[src/rtl/vec_stream_pkg.sv]
// Shared types and default geometry for the chunked vector stages (sequencer, bias add, ReLU).
// Latency: n/a (types and constants only).
// Backpressure: n/a.
package vec_stream_pkg;

    typedef enum logic [1:0] {
        IDLE  = 2'd0,
        RUN   = 2'd1,
        DRAIN = 2'd2
    } ctrl_state_e;

    // Default vector geometry, shared with the bias and ReLU datapaths.
    localparam int unsigned WORKING_REGS  = 4;
    localparam int unsigned IN_VEC_LENGTH = 16;

endpackage

[src/rtl/wrap_counter.sv]
// Modulo-Modulus counter with synchronous clear; wrap flags the increment that returns to 0.
// Latency: count updates one cycle after inc/clear; wrap is combinational from inc and count.
// Backpressure: none; the owner gates inc.
// Ports: clk/rst_n (async active-low), inc, clear (wins over inc), count, wrap.
module wrap_counter #(
    parameter  int unsigned Modulus = 4,
    localparam int unsigned CntW    = (Modulus > 1) ? $clog2(Modulus) : 1
) (
    input  logic            clk,
    input  logic            rst_n,
    input  logic            inc,
    input  logic            clear,
    output logic [CntW-1:0] count,
    output logic            wrap
);

    logic [CntW-1:0] count_q;
    logic [CntW-1:0] count_d;

    // With Modulus = 1 every increment wraps and count stays at 0.
    assign wrap  = inc && (count_q == CntW'(Modulus - 1));
    assign count = count_q;

    always_comb begin
        count_d = count_q;
        if (clear) begin
            count_d = '0;
        end else if (inc) begin
            count_d = wrap ? '0 : count_q + CntW'(1);
        end
    end

    always_ff @(posedge clk or negedge rst_n) begin
        if (!rst_n) begin
            count_q <= '0;
        end else begin
            count_q <= count_d;
        end
    end

endmodule

[src/rtl/vec_stream_ctrl.sv]
// Sequencer for chunked vector stages: pops input chunks, drives parameter address, pushes results.
// Latency: issue (in_rd_en_out) at t gives the output write at t+1; one chunk per cycle sustained.
// Backpressure: out_afull_in or in_empty_in stalls issue in the same cycle; abort_in stops issue.
// Ports: start/num_vecs/abort job control; in FIFO empty/pop; out FIFO afull/push;
//        param_addr_out (chunk index); chunk_last/vec_done/done pulses; busy and vecs_left status.
module vec_stream_ctrl
    import vec_stream_pkg::*;
#(
    parameter  int unsigned InVecLength   = IN_VEC_LENGTH,
    parameter  int unsigned WorkingRegs   = WORKING_REGS,
    parameter  int unsigned ChunksPerVec  = InVecLength / WorkingRegs,
    parameter  int unsigned VecCountWidth = 16,
    localparam int unsigned AddrW         = (ChunksPerVec > 1) ? $clog2(ChunksPerVec) : 1
) (
    input  logic                     clk_in,
    input  logic                     rst_n_in,
    input  logic                     start_in,
    input  logic [VecCountWidth-1:0] num_vecs_in,
    input  logic                     abort_in,
    input  logic                     in_empty_in,
    output logic                     in_rd_en_out,
    input  logic                     out_afull_in,
    output logic                     out_wr_en_out,
    output logic [AddrW-1:0]         param_addr_out,
    output logic                     chunk_last_out,
    output logic                     vec_done_out,
    output logic                     done_out,
    output logic                     busy_out,
    output logic [VecCountWidth-1:0] vecs_left_out
);

    ctrl_state_e              state_q, state_d;
    logic [VecCountWidth-1:0] vecs_left_q, vecs_left_d;
    logic                     wr_q, wr_d;
    logic                     last_q, last_d;
    logic                     zero_done_q, zero_done_d;

    logic                     issue;
    logic                     job_start;
    logic                     chunk_wrap;
    logic [AddrW-1:0]         chunk_idx;

    // out_afull_in means at most one free slot, which is reserved for the write in flight.
    assign issue     = (state_q == RUN) && !in_empty_in && !out_afull_in && !abort_in;
    assign job_start = (state_q == IDLE) && start_in && (num_vecs_in != '0);

    wrap_counter #(
        .Modulus (ChunksPerVec)
    ) u_chunk_cnt (
        .clk   (clk_in),
        .rst_n (rst_n_in),
        .inc   (issue),
        .clear (job_start),
        .count (chunk_idx),
        .wrap  (chunk_wrap)
    );

    always_comb begin
        state_d     = state_q;
        vecs_left_d = vecs_left_q;
        zero_done_d = 1'b0;
        // The write stage simply mirrors the issue one cycle later.
        wr_d        = issue;
        last_d      = chunk_wrap;

        case (state_q)
            IDLE: begin
                if (start_in) begin
                    if (num_vecs_in != '0) begin
                        vecs_left_d = num_vecs_in;
                        state_d     = RUN;
                    end else begin
                        zero_done_d = 1'b1;
                    end
                end
            end
            RUN: begin
                if (abort_in) begin
                    state_d = IDLE;
                end else if (chunk_wrap) begin
                    vecs_left_d = vecs_left_q - VecCountWidth'(1);
                    if (vecs_left_q == VecCountWidth'(1)) begin
                        state_d = DRAIN;
                    end
                end
            end
            DRAIN: begin
                state_d = IDLE;
            end
            default: begin
                state_d = IDLE;
            end
        endcase
    end

    always_ff @(posedge clk_in or negedge rst_n_in) begin
        if (!rst_n_in) begin
            state_q     <= IDLE;
            vecs_left_q <= '0;
            wr_q        <= 1'b0;
            last_q      <= 1'b0;
            zero_done_q <= 1'b0;
        end else begin
            state_q     <= state_d;
            vecs_left_q <= vecs_left_d;
            wr_q        <= wr_d;
            last_q      <= last_d;
            zero_done_q <= zero_done_d;
        end
    end

    assign in_rd_en_out   = issue;
    assign param_addr_out = chunk_idx;
    assign out_wr_en_out  = wr_q;
    assign chunk_last_out = last_q;
    assign vec_done_out   = wr_q && last_q;
    // The final vector's write lands in DRAIN; an abort there still suppresses job completion.
    assign done_out       = zero_done_q || ((state_q == DRAIN) && wr_q && last_q && !abort_in);
    assign busy_out       = (state_q != IDLE);
    assign vecs_left_out  = vecs_left_q;

endmodule

[config.mk]
export PLATFORM = sky130hd
export DESIGN_NAME = vec_stream_ctrl
export DESIGN_NICKNAME = d
export VERILOG_FILES = /design/src/rtl/vec_stream_pkg.sv /design/src/rtl/wrap_counter.sv /design/src/rtl/vec_stream_ctrl.sv
export SDC_FILE = /design/constraint.sdc
export NUM_CORES = 1
export LEC_CHECK = 0
export CORE_UTILIZATION = 35
export CTS_CLUSTER_SIZE = 20
export DETAILED_ROUTE_END_ITERATION = 7
export GPL_TIMING_DRIVEN = 0
export PLACE_DENSITY = 0.74
export SLEW_MARGIN = 20
export SYNTH_ARGS = -nofsm -noshare
export SYNTH_HDL_FRONTEND = slang
export SYNTH_HIERARCHICAL = 1
export SYNTH_SLANG_ARGS = --single-unit
[constraint.sdc]
create_clock -name clk_in -period 2.6 [get_ports clk_in]
set_input_delay 0.39 -clock clk_in [delete_from_list [all_inputs] [get_ports clk_in]]
set_output_delay 0.39 -clock clk_in [all_outputs]
set_load 0.01 [all_outputs]
**After elaboration in Yosys (flattened, before gate mapping)**

Index checks and enable logic that the tools add are counted.

- Register bits: 23
- Bits in latches: 0
- RAM bits: 0
- Memory bits (read-only): 0
- Input bits: 22
- Memories kept: 0

- Add/subtract/negate cells: 2
- Multiply operators: 0
- Div/mod/pow operators: 0
- Order comparisons: 0
- Eq/ne operators: 10
- Shift-type cells: 0
- Mux-type cells: 17
- Bitwise gates (word level): 0
- Reduce and logical (&&, ||, !) cells: 21

Operators with widths:

| cell | count |
|---|---|
| 16-bit two-way mux | 4 |
| 16-bit one-hot mux with 2 select lines | 1 |
| 16-bit by 1-bit equality test with 1-bit output, second input constant | 1 |
| 2-bit two-way mux | 8 |
| 16-bit nonzero test | 1 |
| 16-bit by 1-bit subtractor with 16-bit output, second input constant | 1 |
| 1-bit logical AND | 10 |
| 2-bit != test, second input constant | 3 |
| 2-bit nonzero test | 3 |
| 5-bit AND reduction | 1 |
| 2-bit equality test, second input constant | 2 |
| 2-bit one-hot mux with 2 select lines | 1 |
| 4-bit AND reduction | 1 |
| 1-bit logical NOT | 3 |
| 1-bit two-way mux | 3 |
| 3-bit by 2-bit != test with 1-bit output, second input constant | 1 |
| 3-bit != test, second input constant | 1 |
| 2-bit by 1-bit adder with 2-bit output, second input constant | 1 |
| 2-bit by 1-bit equality test with 1-bit output, second input constant | 1 |
| 2-bit logical NOT | 1 |
| 2-bit by 1-bit != test with 1-bit output, second input constant | 1 |
| 1-bit logical OR | 1 |

**Logic depth before layout (Yosys ltp)**

Gate-level depths: netlist of the first run.

- Word-level depth: 8
- Mapped depth: 10

**Cells and area by module**

Netlist of the first run, hierarchy kept.

Modules (own cells, without submodules):

| module | times used | cells each | area each (µm²) |
|---|---|---|---|
| vec_stream_ctrl | 1 | 146 | 1,342.5 |
| wrap_counter | 1 | 9 | 106.4 |

**Least setup slack after synthesis of the first run**

OpenSTA, ideal clock, no wires.

- Path kind: flip-flop to flip-flop
- From: register state_q[0]
- To: register vecs_left_q[3], in the netlist vecs_left_out[3]
- Library setup time: 0.065 ns
- Arrival time: 3.006 ns
- Data required time: 2.535 ns
- Slack: -0.471 ns
- Stages on the path, launching flop included: 11
- Period minus slack after synthesis: 3.071 ns
- Cell sequence: dfrtp_1 clkbuf_1 nand2b_1 clkbuf_1 nor4_1 and2_1 nand3b_1 a21oi_1 o21a_1 clkbuf_1 o221a_2

- Longest elaborated chain between the ends: 7
- Elaborated cells on any way between the ends: 13
- Classes of those cells: eq/ne (5); mux (1); reduce/logical (7)

RTL lines:

| what | RTL line | source |
|---|---|---|
| start, declared | vec_stream_ctrl.sv:32 | `ctrl_state_e state_q, state_d;` |
| start signal, assigned | vec_stream_ctrl.sv:104 | `state_q <= state_d;` |
| 2-bit by 1-bit equality test with 1-bit output | vec_stream_ctrl.sv:44 | `assign issue = (state_q == RUN) && !in_empty_in && !out_afull_in && !abort_in;` |
| 1-bit logical AND (3 in a row) | vec_stream_ctrl.sv:44 |  |
| via in_rd_en_out | vec_stream_ctrl.sv:21 | `output logic in_rd_en_out,` |
| 1-bit logical AND | wrap_counter.sv:21 | `assign wrap = inc && (count_q == CntW'(Modulus - 1));` |
| via chunk_wrap | vec_stream_ctrl.sv:40 | `logic chunk_wrap;` |
| 2-bit != test (no source line) | n/a |  |
| 5-bit AND reduction (no source line) | n/a |  |
| end signal, assigned | vec_stream_ctrl.sv:105 | `vecs_left_q <= vecs_left_d;` |
| end, declared | vec_stream_ctrl.sv:33 | `logic [VecCountWidth-1:0] vecs_left_q, vecs_left_d;` |

The timed path passes the listed nets, and every way through them passes these cells.
A chain may end at the register's enable or synchronous reset.

**Final worst setup path of the first run**

- From: register vecs_left_q[4], in the netlist vecs_left_out[4]
- To: register vecs_left_q[14], in the netlist vecs_left_out[14]

- Longest elaborated chain between the ends: 4

RTL lines:

| what | RTL line | source |
|---|---|---|
| 16-bit by 1-bit subtractor with 16-bit output | vec_stream_ctrl.sv:81 | `vecs_left_d = vecs_left_q - VecCountWidth'(1);` |
| 16-bit two-way mux | vec_stream_ctrl.sv:80 | `end else if (chunk_wrap) begin` |
| 16-bit two-way mux | vec_stream_ctrl.sv:78 | `if (abort_in) begin` |
| 16-bit one-hot mux with 2 select lines | vec_stream_ctrl.sv:66 | `case (state_q)` |

No other way between the ends. The select of a mux whose other input is x is not followed.

==> out/metrics.csv, run 1 <==
metric,value,unit
initial antenna violation count,0,
die outline area,4400,um2
clock sink count,23,
Synth async-reset ratio,1.00,
leakage power,0.792,nW
post-synth top area share,0.397,
sequential share of the synthesized area,0.397,
detailed-route via count,1493,
syn_nets,180,
row count,23,
Ports,46,
FF-to-FF Start,vecs_left_out[4]$_DFFE_PN0P_,
total of warnings raised by yosys,6,
worst vdd ir,454,uV
Total GRT Usage,0.209,
fmax,402,MHz
first-pass GRT wire length,6860,um
critical path endpoint category,flop,
Die W,66.3,um
core footprint,4000,um2
maximum clock insertion buffer count,2,
ANT nets after route,0,
# setup viols final,0,
DRT Wirelength,4250,um
Fin. Hold Viols,0,
Worst Clk Skew,0.00977,ns
ranking of synthesized cells by area,"dfrtp_1, nor4_1, nand2_1",
Critical Path Fanout Max,9,
diode count,0,
crit path kind,flop to flop,
port bufs,45,
Place WS,-0.617,ns
post-route DRC violation count,0,
synthesized area,1450,um2
number of global-route vias before repair,1408,
HP Class,input pin to asynchronous set/reset pin,
total gr overflow,0,
number of enable flip-flop cells after synthesis,0,
initial core utilization,0.362,
Pre-antenna DRT Iters,5,
largest net degree at the start of global routing,24,
Synth Instances,155,
Critical Path Start Type,flop,
critical path arrival,2.65,ns
CTS Buf Count,3,
"Distinct cells, synth",41,
pwr dens,683,nW/um2
Yosys reg bits,23,
syn avg cell area,9.35,um2
fraction of layout cells with a size suffix above 1,0.133,
post-DP HPWL,3070,um
largest area contributor in the netlist,dfrtp_1,
min Tclk post-route,2.49,ns
count of max-cap constraint violations,0,
period utilisation layout,0.957,
overall power consumption,0.00141,W
die height,66.3,um
Synth-to-Final Area Change,42.2,%
nets,229,
clk_lat worst skew,0.28,ns
Root Driver,clkbuf_8,
Final Util,0.515,
routed vias/inst,5.90,
post-DR wirelength/cell,16.8,um
CTS tree,done,
H-tree levels,1,
critical path launch point,vecs_left_out[4]$_DFFE_PN0P_,
run status,"finished, final reports clean",
worst rel slew slack,0.628,
WP data required,2.76,ns
main flop type after synthesis,dfrtp_1,
global placer's final weighted congestion,0.847,
Worst-path clk slew,0.09,ns
RSZ-0062 raised after global routing,false,
final worst slack,0.112,ns
Tightest Pin Transition,0.556,ns
Slew Limit Fails,0,
number of DRC markers in iteration 0,131,
flip-flops by register name, summed over array words and instances (netlist names):
name	cells
vecs_left_out	16
state_q	2
u_chunk_cnt/count	2
chunk_last_out	1
out_wr_en_out	1
zero_done_q	1
cell usage after synthesis (all sizes together) (5+ instances only):
| master | count |
|---|---|
| clkbuf | 8 |
| dfrtp | 23 |
| inv | 8 |
| nor2 | 8 |
| or4 | 6 |
| o22ai | 5 |
| nor3 | 5 |
| o211ai | 5 |
| nor4 | 8 |
| nand2 | 11 |
| nand2b | 5 |
final cells by class:
class | instances | area [um2]
repair buffers | 46 | 453
fillers | 390 | 1940
inverters | 8 | 30.0
plain buffers | 8 | 52.6
clock buffers | 3 | 41.3
multi-input cells | 114 | 841
well taps | 50 | 62.6
flip-flops and latches | 23 | 576
clock inverters | 1 | 5.00
per-layer routing:
layer,GRT usage,up-vias,share of wire
met5,0,-,0
met4,0.0399,0,0.014
met3,0.0414,7,0.045
met2,0.352,46,0.48
met1,0.278,733,0.46
li1,-,707,-
worst paths after layout:
check | to | slack, ns | cells past startpoint
min in group clk_in | vecs_left_out[12]$_DFFE_PN0P_ | 0.57 | 1
min | vecs_left_out[3]$_DFFE_PN0P_ | 0.08 | 1
max in group asynchronous | vecs_left_out[14]$_DFFE_PN0P_ | 2.15 | 1
max | vecs_left_out[14]$_DFFE_PN0P_ | 0.11 | 6
min reg2reg | vecs_left_out[12]$_DFFE_PN0P_ | 0.57 | 1
max reg2reg | vecs_left_out[14]$_DFFE_PN0P_ | 0.11 | 6
cells in the final DEF, fill, tap and decap left out, types with 2 or more instances in the layout:
cell type | synthesis | layout
or4_1 | 3 | 3
nand2b_1 | 5 | 4
a21oi_1 | 3 | 2
nor4_1 | 8 | 7
nor3b_1 | 2 | 2
or3_1 | 4 | 4
o31ai_1 | 4 | 4
ha_1 | 3 | 3
inv_1 | 8 | 8
nor3_1 | 5 | 5
dfrtp_1 | 23 | 23
a31o_2 | 2 | 2
a22oi_1 | 4 | 4
nor2_1 | 8 | 8
clkdlybuf4s50_1 | 0 | 44
buf_4 | 0 | 3
o221a_2 | 2 | 2
a32o_1 | 3 | 3
a41oi_1 | 2 | 2
o22ai_1 | 5 | 5
nand4_1 | 3 | 3
o211ai_1 | 5 | 5
nand2_1 | 11 | 10
or4_4 | 3 | 3
o21ai_0 | 4 | 3
mux2i_1 | 3 | 3
clkbuf_1 | 8 | 4
buf_6 | 2 | 2
o32a_1 | 3 | 3
clkbuf_8 | 0 | 3
o41ai_1 | 3 | 3
cell families (layout without fill, tap and decap cells):
| group | Yosys count | in the layout | synth area share |
|---|---|---|---|
| simple gates | 61 | 61 | 0.245 |
| compound gates | 47 | 47 | 0.254 |
| flops | 23 | 23 | 0.397 |
| buf+inv | 18 | 66 | 0.0570 |
| fa+ha+maj | 3 | 3 | 0.0259 |
| mux | 3 | 3 | 0.0207 |
critical path: stages (launching register included):
cell and delay (ns):
dfrtp_1 0.40, buf_6 0.14, or4_4 0.47, buf_6 0.15, or4_4 0.52, or4_1 0.42
a32o_1 0.27
repair_timing:
item | in CTS | in global routing
setup buffers | 1 | 0
setup endpoints to repair | 17 | 12
gates resized for setup | 9 | 6
pin swaps | 1 | 0
hold buffers | 0 | 0
through the flow:
step | TNS [ns] | instance area (um2) | hold slack, ns | cells
3_5_place_dp | -8.14 | 1980 | 0.557 | 250
6_report | 0 | 2060 | 0.0824 | 253
4_1_cts | 0 | 2050 | 0.582 | 254
2_1_floorplan | 0 | 1470 | 0.0944 | 155
3_3_place_gp | -7.40 | 1980 | 0.541 | 250
5_1_grt | 0 | 2060 | 0.131 | 253
report_power, final:
part	leakage [nW]	switching [W]	internal (W)	total, W
Clock	0.0255	0.000127	0.000108	0.000235
Sequential	0.285	0.000121	0.000437	0.000558
Combinational	0.482	0.000286	0.000329	0.000615
(Power assumes the default switching activity.)
==> run 2: changes to the inputs <==
CAP_MARGIN = 20   (was not set)
==> results of run 2 <==
Final layout, timing and power as in run 1 (identical DEF).
==> RTL edit 1 (config.mk and constraints of run 1) <==
The parameter `VecCountWidth` goes from 16 to 32.
--- a/src/rtl/vec_stream_ctrl.sv
+++ b/src/rtl/vec_stream_ctrl.sv
@@ -10,5 +10,5 @@
     parameter  int unsigned WorkingRegs   = WORKING_REGS,
     parameter  int unsigned ChunksPerVec  = InVecLength / WorkingRegs,
-    parameter  int unsigned VecCountWidth = 16,
+    parameter  int unsigned VecCountWidth = 32,
     localparam int unsigned AddrW         = (ChunksPerVec > 1) ? $clog2(ChunksPerVec) : 1
 ) (
Interface: changed (resized num_vecs_in and vecs_left_out); port bits go from 46 to 78. No check against the original RTL was run, so the function may have changed too.
==> RTL edit 1 against run 1 <==
Final cell count up 85%; sequential cell count up 16; worst hold slack worse by 0.033 ns; synthesized cell count up 83%; setup slack worse by 0.034 ns; non-clock buffer count up 44; routed wire length up 99%; area after synthesis up 69%; total power up 80%; final area up 75%; largest power group unchanged.
==> RTL edit 1: results (changes against run 1) <==
[clocking]
clk_pin_slew_ns=0.09  ; about the same
cts_buffers=5  ; was 3
htreeDepth=2  ; was 1
worst_skew_pair.late_latency_ns=0.30  ; was 0.28 ns
root_buffer=clkbuf_8  ; unchanged
cts.path.max_buffers=2  ; unchanged

[route]
drtIter0Drc=289  ; was 131
wl_per_cell_um=18.0  ; was 16.8 um
vias_per_cell=5.83  ; was 5.90
met2_length_um=3890  ; was 2050 um
route.met3.wl_um=640  ; was 190 um
met1Wirelength_um=3740  ; was 1950 um
drt_wl_total_um=8440  ; was 4250 um
first_pass_iters=5  ; unchanged
detail-route-antenna-nets=0  ; unchanged
routed.top_layer=met4  ; unchanged

[finish]
fillerInstances=656  ; was 390
largest_reg_flops=32  ; was 16
drive_gt1_share_pct=13.4  ; was 13.3%
antenna_cells=0  ; unchanged
fin_nets=413  ; was 229

[placed_design]
port-buffer-count=77  ; was 45
post-dp-hpwl_um=6210  ; was 3070 um
dpl-instance-area_um2=3410  ; was 1980 um2
dp.cells=458  ; was 250
gp_congestion=0.854  ; was 0.847

[worst_setup_path]
arrival_ns=2.76  ; was 2.65 ns
critPathMaxFanout=10  ; was 9

[power]
vdd_drop_max_v=0.000359  ; was 0.000454 V
cellLeakagePower_nw=1.32  ; was 0.792 nW

[logic_synthesis]
synth_compound_area_share_pct=26.1  ; was 25.4%
synthMuxAreaShare_pct=0.409  ; was 2.07%
ys_async_sr_fraction_pct=100  ; unchanged
yosys-top-cells-area=dfrtp_1 40%, nor2_1 6.0%, nor4_1 4.6%, a21oi_1 4.5%, o21ai_0 3.7%  ; was dfrtp_1 40%, nor4_1 3.5%, nand2_1 2.8%, ha_1 2.6%, o211ai_1 2.6%
syn_nets=325  ; was 180
seq_area_frac_synth_pct=39.8  ; was 39.7%
yosysWarnings=6  ; unchanged
avgSynthCellArea_um2=8.63  ; was 9.35 um2
synth_fa_ha_area_share_pct=1.53  ; was 2.59%
synth_cell_types=51  ; was 41
synth_xor_area_share_pct=0  ; unchanged
synth.top_cells.by_count=39 x dfrtp_1, 39 x nor2_1, 22 x a21oi_1, 18 x nor4_1, 18 x o21ai_0  ; was 23 x dfrtp_1, 11 x nand2_1

[hold_path]
hold_class=in2async  ; unchanged

[global_route]
grt_pass1_wl_um=13400  ; was 6860 um
grt_max_degree=22  ; was 24
grt_usage_pct=23.3  ; was 20.9%
grt_pass1_vias=2608  ; was 1408
antenna_found_initial=0  ; unchanged

[sta]
clock_skew_ns=0.00925  ; was 0.00977 ns
worst_slew_pin_slew_ns=0.638  ; was 0.556 ns
setup_violations=0  ; unchanged

[run_status]
status=finished, final reports clean  ; unchanged

## RTL edit 1: timing repair
action	4_1_cts	5_1_grt
buffers inserted	1	2
endpoints found under the setup margin	35	31
pin swaps	2	2
gates resized for setup	12	6
## RTL edit 1: metal layers
layer	up-vias	global-route usage, %
met5	-	0
met4	0	7.12
met3	20	4.23
met2	147	37.0
met1	1299	32.4
li1	1269	-
## RTL edit 1: worst paths after layout
check,start,to,slack (ns),cells past startpoint
worst max-delay path,num_vecs_in[25],vecs_left_out[30],0.08,6
worst min-delay path,rst_n_in,vecs_left_out[15],0.05,1
worst min register to register,vecs_left_out[16],vecs_left_out[16],0.58,1
max in group asynchronous,rst_n_in,vecs_left_out[29],2.08,2
min in group clk_in,vecs_left_out[16],vecs_left_out[16],0.58,1
worst max register to register,state_q[1],vecs_left_out[30],0.12,9
## RTL edit 1: through the flow
step	power [mW]	worst slack (ns)	TNS, ns	hold WS, ns	util, %
CTS	2.52	0.00190	0	0.0647	52.7
global route	2.67	0.00794	0	0.0828	53.2
finish	2.53	0.0780	0	0.0492	53.2
floorplan	1.42	0.0245	0	0.0944	-
global placement	1.94	-0.453	-12.80	0.548	49.8
detailed placement	1.96	-0.569	-15.61	0.386	50.1
## RTL edit 1: kinds of logic after synthesis
| logic type | count (synthesis) |
|---|---|
| compound gates | 94 |
| fa+ha+maj | 3 |
| buf+inv | 25 |
| flops | 39 |
| mux | 1 |
| simple gates | 122 |
## RTL edit 1: where the power goes
group	switching, mW	leakage (nW)	internal, mW
combinational	0.481	0.799	0.522
clock	0.231	0.0612	0.311
sequential	0.240	0.455	0.750
total	0.952	1.32	1.58
## RTL edit 1: cell type report
| cell class | instances | area [um2] | share of cell area [%] |
|---|---|---|---|
| Inverter | 8 | 30.0 | 0.831 |
| Sequential cell | 39 | 978 | 27.1 |
| Clock inverter | 2 | 35.0 | 0.970 |
| Buffer | 17 | 116 | 3.22 |
| Clock buffer | 6 | 82.6 | 2.29 |
| Timing Repair Buffer | 81 | 816 | 22.6 |
| Tap cell | 96 | 120 | 3.32 |
| Multi-Input combinational cell | 220 | 1440 | 39.7 |
## RTL edit 1: critical path, cell delays in order
cell	delay [ns]
clkdlybuf4s50_1	0.47
nor4_1	0.44
nand4_1	0.31
o31ai_2	0.56
clkbuf_2	0.39
o32a_1	0.20
==> RTL edit 2 (config.mk and constraints of run 1) <==
Made on the original files. The 3 states of `ctrl_state_e` get a one-hot encoding in 3 bits.
--- a/src/rtl/vec_stream_pkg.sv
+++ b/src/rtl/vec_stream_pkg.sv
@@ -4,8 +4,8 @@
 package vec_stream_pkg;
 
-    typedef enum logic [1:0] {
-        IDLE  = 2'd0,
-        RUN   = 2'd1,
-        DRAIN = 2'd2
+    typedef enum logic [2:0] {
+        IDLE  = 3'b001,
+        RUN   = 3'b010,
+        DRAIN = 3'b100
     } ctrl_state_e;
 
Behaviour: same outputs for any inputs over 10 cycles, from zero or initial values and one cycle with rst_n_in low; not proved beyond that.
==> RTL edit 2 against run 1 <==
Total power rose by 31%; final cell count up 3.6%; sequential cell count rose by 1; die area is 1.5% lower; sequential power rose by 24%; first-iteration DRC count shrank 20%; synthesized cell count grew 5.8%; final area down 0.55%; area after synthesis down 1.6%; setup slack improved by 0.050 ns; clock skew decreased by 0.0067 ns; via count barely moved; routed wire length fell by 8.5%; largest cell class unchanged.
==> RTL edit 2: results (changes against run 1) <==
[worst_setup_path]
arrival_ns=2.60  ; was 2.65 ns
critical-path-max-stage-delay_ns=0.44  ; was 0.52 ns
crit_family=simple AND/OR/NAND/NOR gates  ; unchanged
critPathMaxFanout=13  ; was 9
cp_slowest_cell=dfrtp_1  ; was or4_4

[route]
num_vias=1494  ; was 1493
drtIter0Drc=105  ; was 131
drt_wl_total_um=3890  ; was 4250 um
wl_per_cell_um=14.8  ; was 16.8 um

[global_route]
antenna_found_initial=0  ; unchanged
grt_overflow=0  ; unchanged
grt_pass1_vias=1325  ; was 1408
grt_usage_pct=18.6  ; was 20.9%
grt_max_degree=25  ; was 24
grt_pass1_wl_um=6210  ; was 6860 um

[logic_synthesis]
synthFlopType=dfrtp_1  ; unchanged
synth_cell_types=43  ; was 41
yosysWarnings=6  ; unchanged
seq_area_frac_synth_pct=42.2  ; was 39.7%
yosys-top-cells-area=dfrtp_1 40%, o21ai_0 6.3%, nor2_1 5.5%, a21oi_1 4.6%, nor4_1 3.9%  ; was dfrtp_1 40%, nor4_1 3.5%, nand2_1 2.8%, ha_1 2.6%, o211ai_1 2.6%
avgSynthCellArea_um2=8.70  ; was 9.35 um2
syn_nets=189  ; was 180
synth.top_cells.by_count=23 x dfrtp_1, 21 x nor2_1, 18 x o21ai_0, 13 x a21oi_1, 10 x nand2_1  ; was 23 x dfrtp_1, 11 x nand2_1

[hold_path]
hold_class=in2async  ; unchanged

[finish]
fin_nets=240  ; was 229
antenna_cells=0  ; unchanged
drive_gt1_share_pct=10.7  ; was 13.3%
fillerInstances=345  ; was 390

[power]
vdd_drop_max_v=0.000489  ; was 0.000454 V
cellLeakagePower_nw=0.798  ; was 0.792 nW

[placed_design]
dp.cells=257  ; was 250
port-buffer-count=45  ; unchanged
gp_congestion=0.835  ; was 0.847
post-dp-hpwl_um=2880  ; was 3070 um

[clocking]
hold_buffers=0  ; unchanged
cts_buffers=3  ; unchanged
worst_skew_pair.late_latency_ns=0.27
clk_pin_slew_ns=0.09  ; about the same

[sta]
clock_skew_ns=0.00302  ; was 0.00977 ns
relSlewSlack_pct=37.4  ; was 62.8%

[run_status]
status=finished, final reports clean  ; unchanged

==> RTL edit 2: cell types whose count changed after synthesis, moves of 5 or more <==
cell            run 1  this run
a31oi_1             0         5
nor2_1              8        21
o21ai_0             4        18
inv_1               8         3
a21oi_1             3        13
==> RTL edit 2: area by class of cell <==
type / instances / area (um2) / share of cell area (%)
clock inverter: 1 / 30.0 / 1.47
buffer: 6 / 38.8 / 1.89
inverter: 3 / 11.3 / 0.549
multi-input combinational: 130 / 806 / 39.3
timing repair buffer: 47 / 460 / 22.5
sequential: 24 / 602 / 29.4
clock buffer: 3 / 41.3 / 2.01
tap: 48 / 60.1 / 2.93
==> RTL edit 2: metal layers <==
metal | track usage (%) | up-vias | part of all wire, % | routed length, um
met5 | 0 | - | 0 | 0
met3 | 1.72 | 10 | 5.7 | 222
met2 | 29.5 | 59 | 48 | 1850
met1 | 26.0 | 708 | 45 | 1750
met4 | 7.07 | 0 | 1.7 | 68
li1 | - | 717 | - | -
==> RTL edit 2: path summary, 6_finish.rpt <==
check                                       start                end  slack (ns)  depth (start not counted)
worst max-delay path                   state_q[2]  vecs_left_out[11]        0.16                          9
worst min-delay path                     rst_n_in   vecs_left_out[0]        0.09                          1
worst max register to register         state_q[2]  vecs_left_out[11]        0.16                          9
worst min register to register  vecs_left_out[15]  vecs_left_out[15]        0.55                          1
max in group asynchronous                rst_n_in         state_q[0]        2.15                          1
min in group clk_in             vecs_left_out[15]  vecs_left_out[15]        0.55                          1
==> RTL edit 2: cell families after synthesis <==
| logic type | after synthesis | synth area share (%) |
|---|---|---|
| compound gates | 56 | 23.6 |
| fa+ha+maj | 3 | 2.63 |
| buf+inv | 10 | 3.77 |
| flops | 24 | 42.2 |
| mux | 1 | 0.702 |
| simple gates | 70 | 27.1 |
==> RTL edit 2: what timing repair did <==
| action | in CTS | in global routing |
|---|---|---|
| gates resized for setup | 2 | 5 |
| pin swaps | 0 | 1 |
| endpoints found under the setup margin | 16 | 14 |
| buffers inserted | 0 | 2 |
==> RTL edit 2: power by group <==
part	internal (mW)	total, mW	leakage [nW]	switching (mW)
logic	0.427	0.816	0.464	0.389
clock network	0.206	0.328	0.0357	0.122
registers	0.507	0.693	0.299	0.186
total	1.14	1.84	0.798	0.697
==> RTL edit 2: through the flow <==
stage / instance area (um2) / hold WS (ns) / setup WS [ns]
CTS: 2020 / 0.559 / 0.0921
finish: 2050 / 0.0851 / 0.162
detailed placement: 1940 / 0.538 / -0.281
global route: 2050 / 0.120 / -0.0105
global placement: 1940 / 0.523 / -0.273
floorplan: 1430 / 0.0944 / 0.184
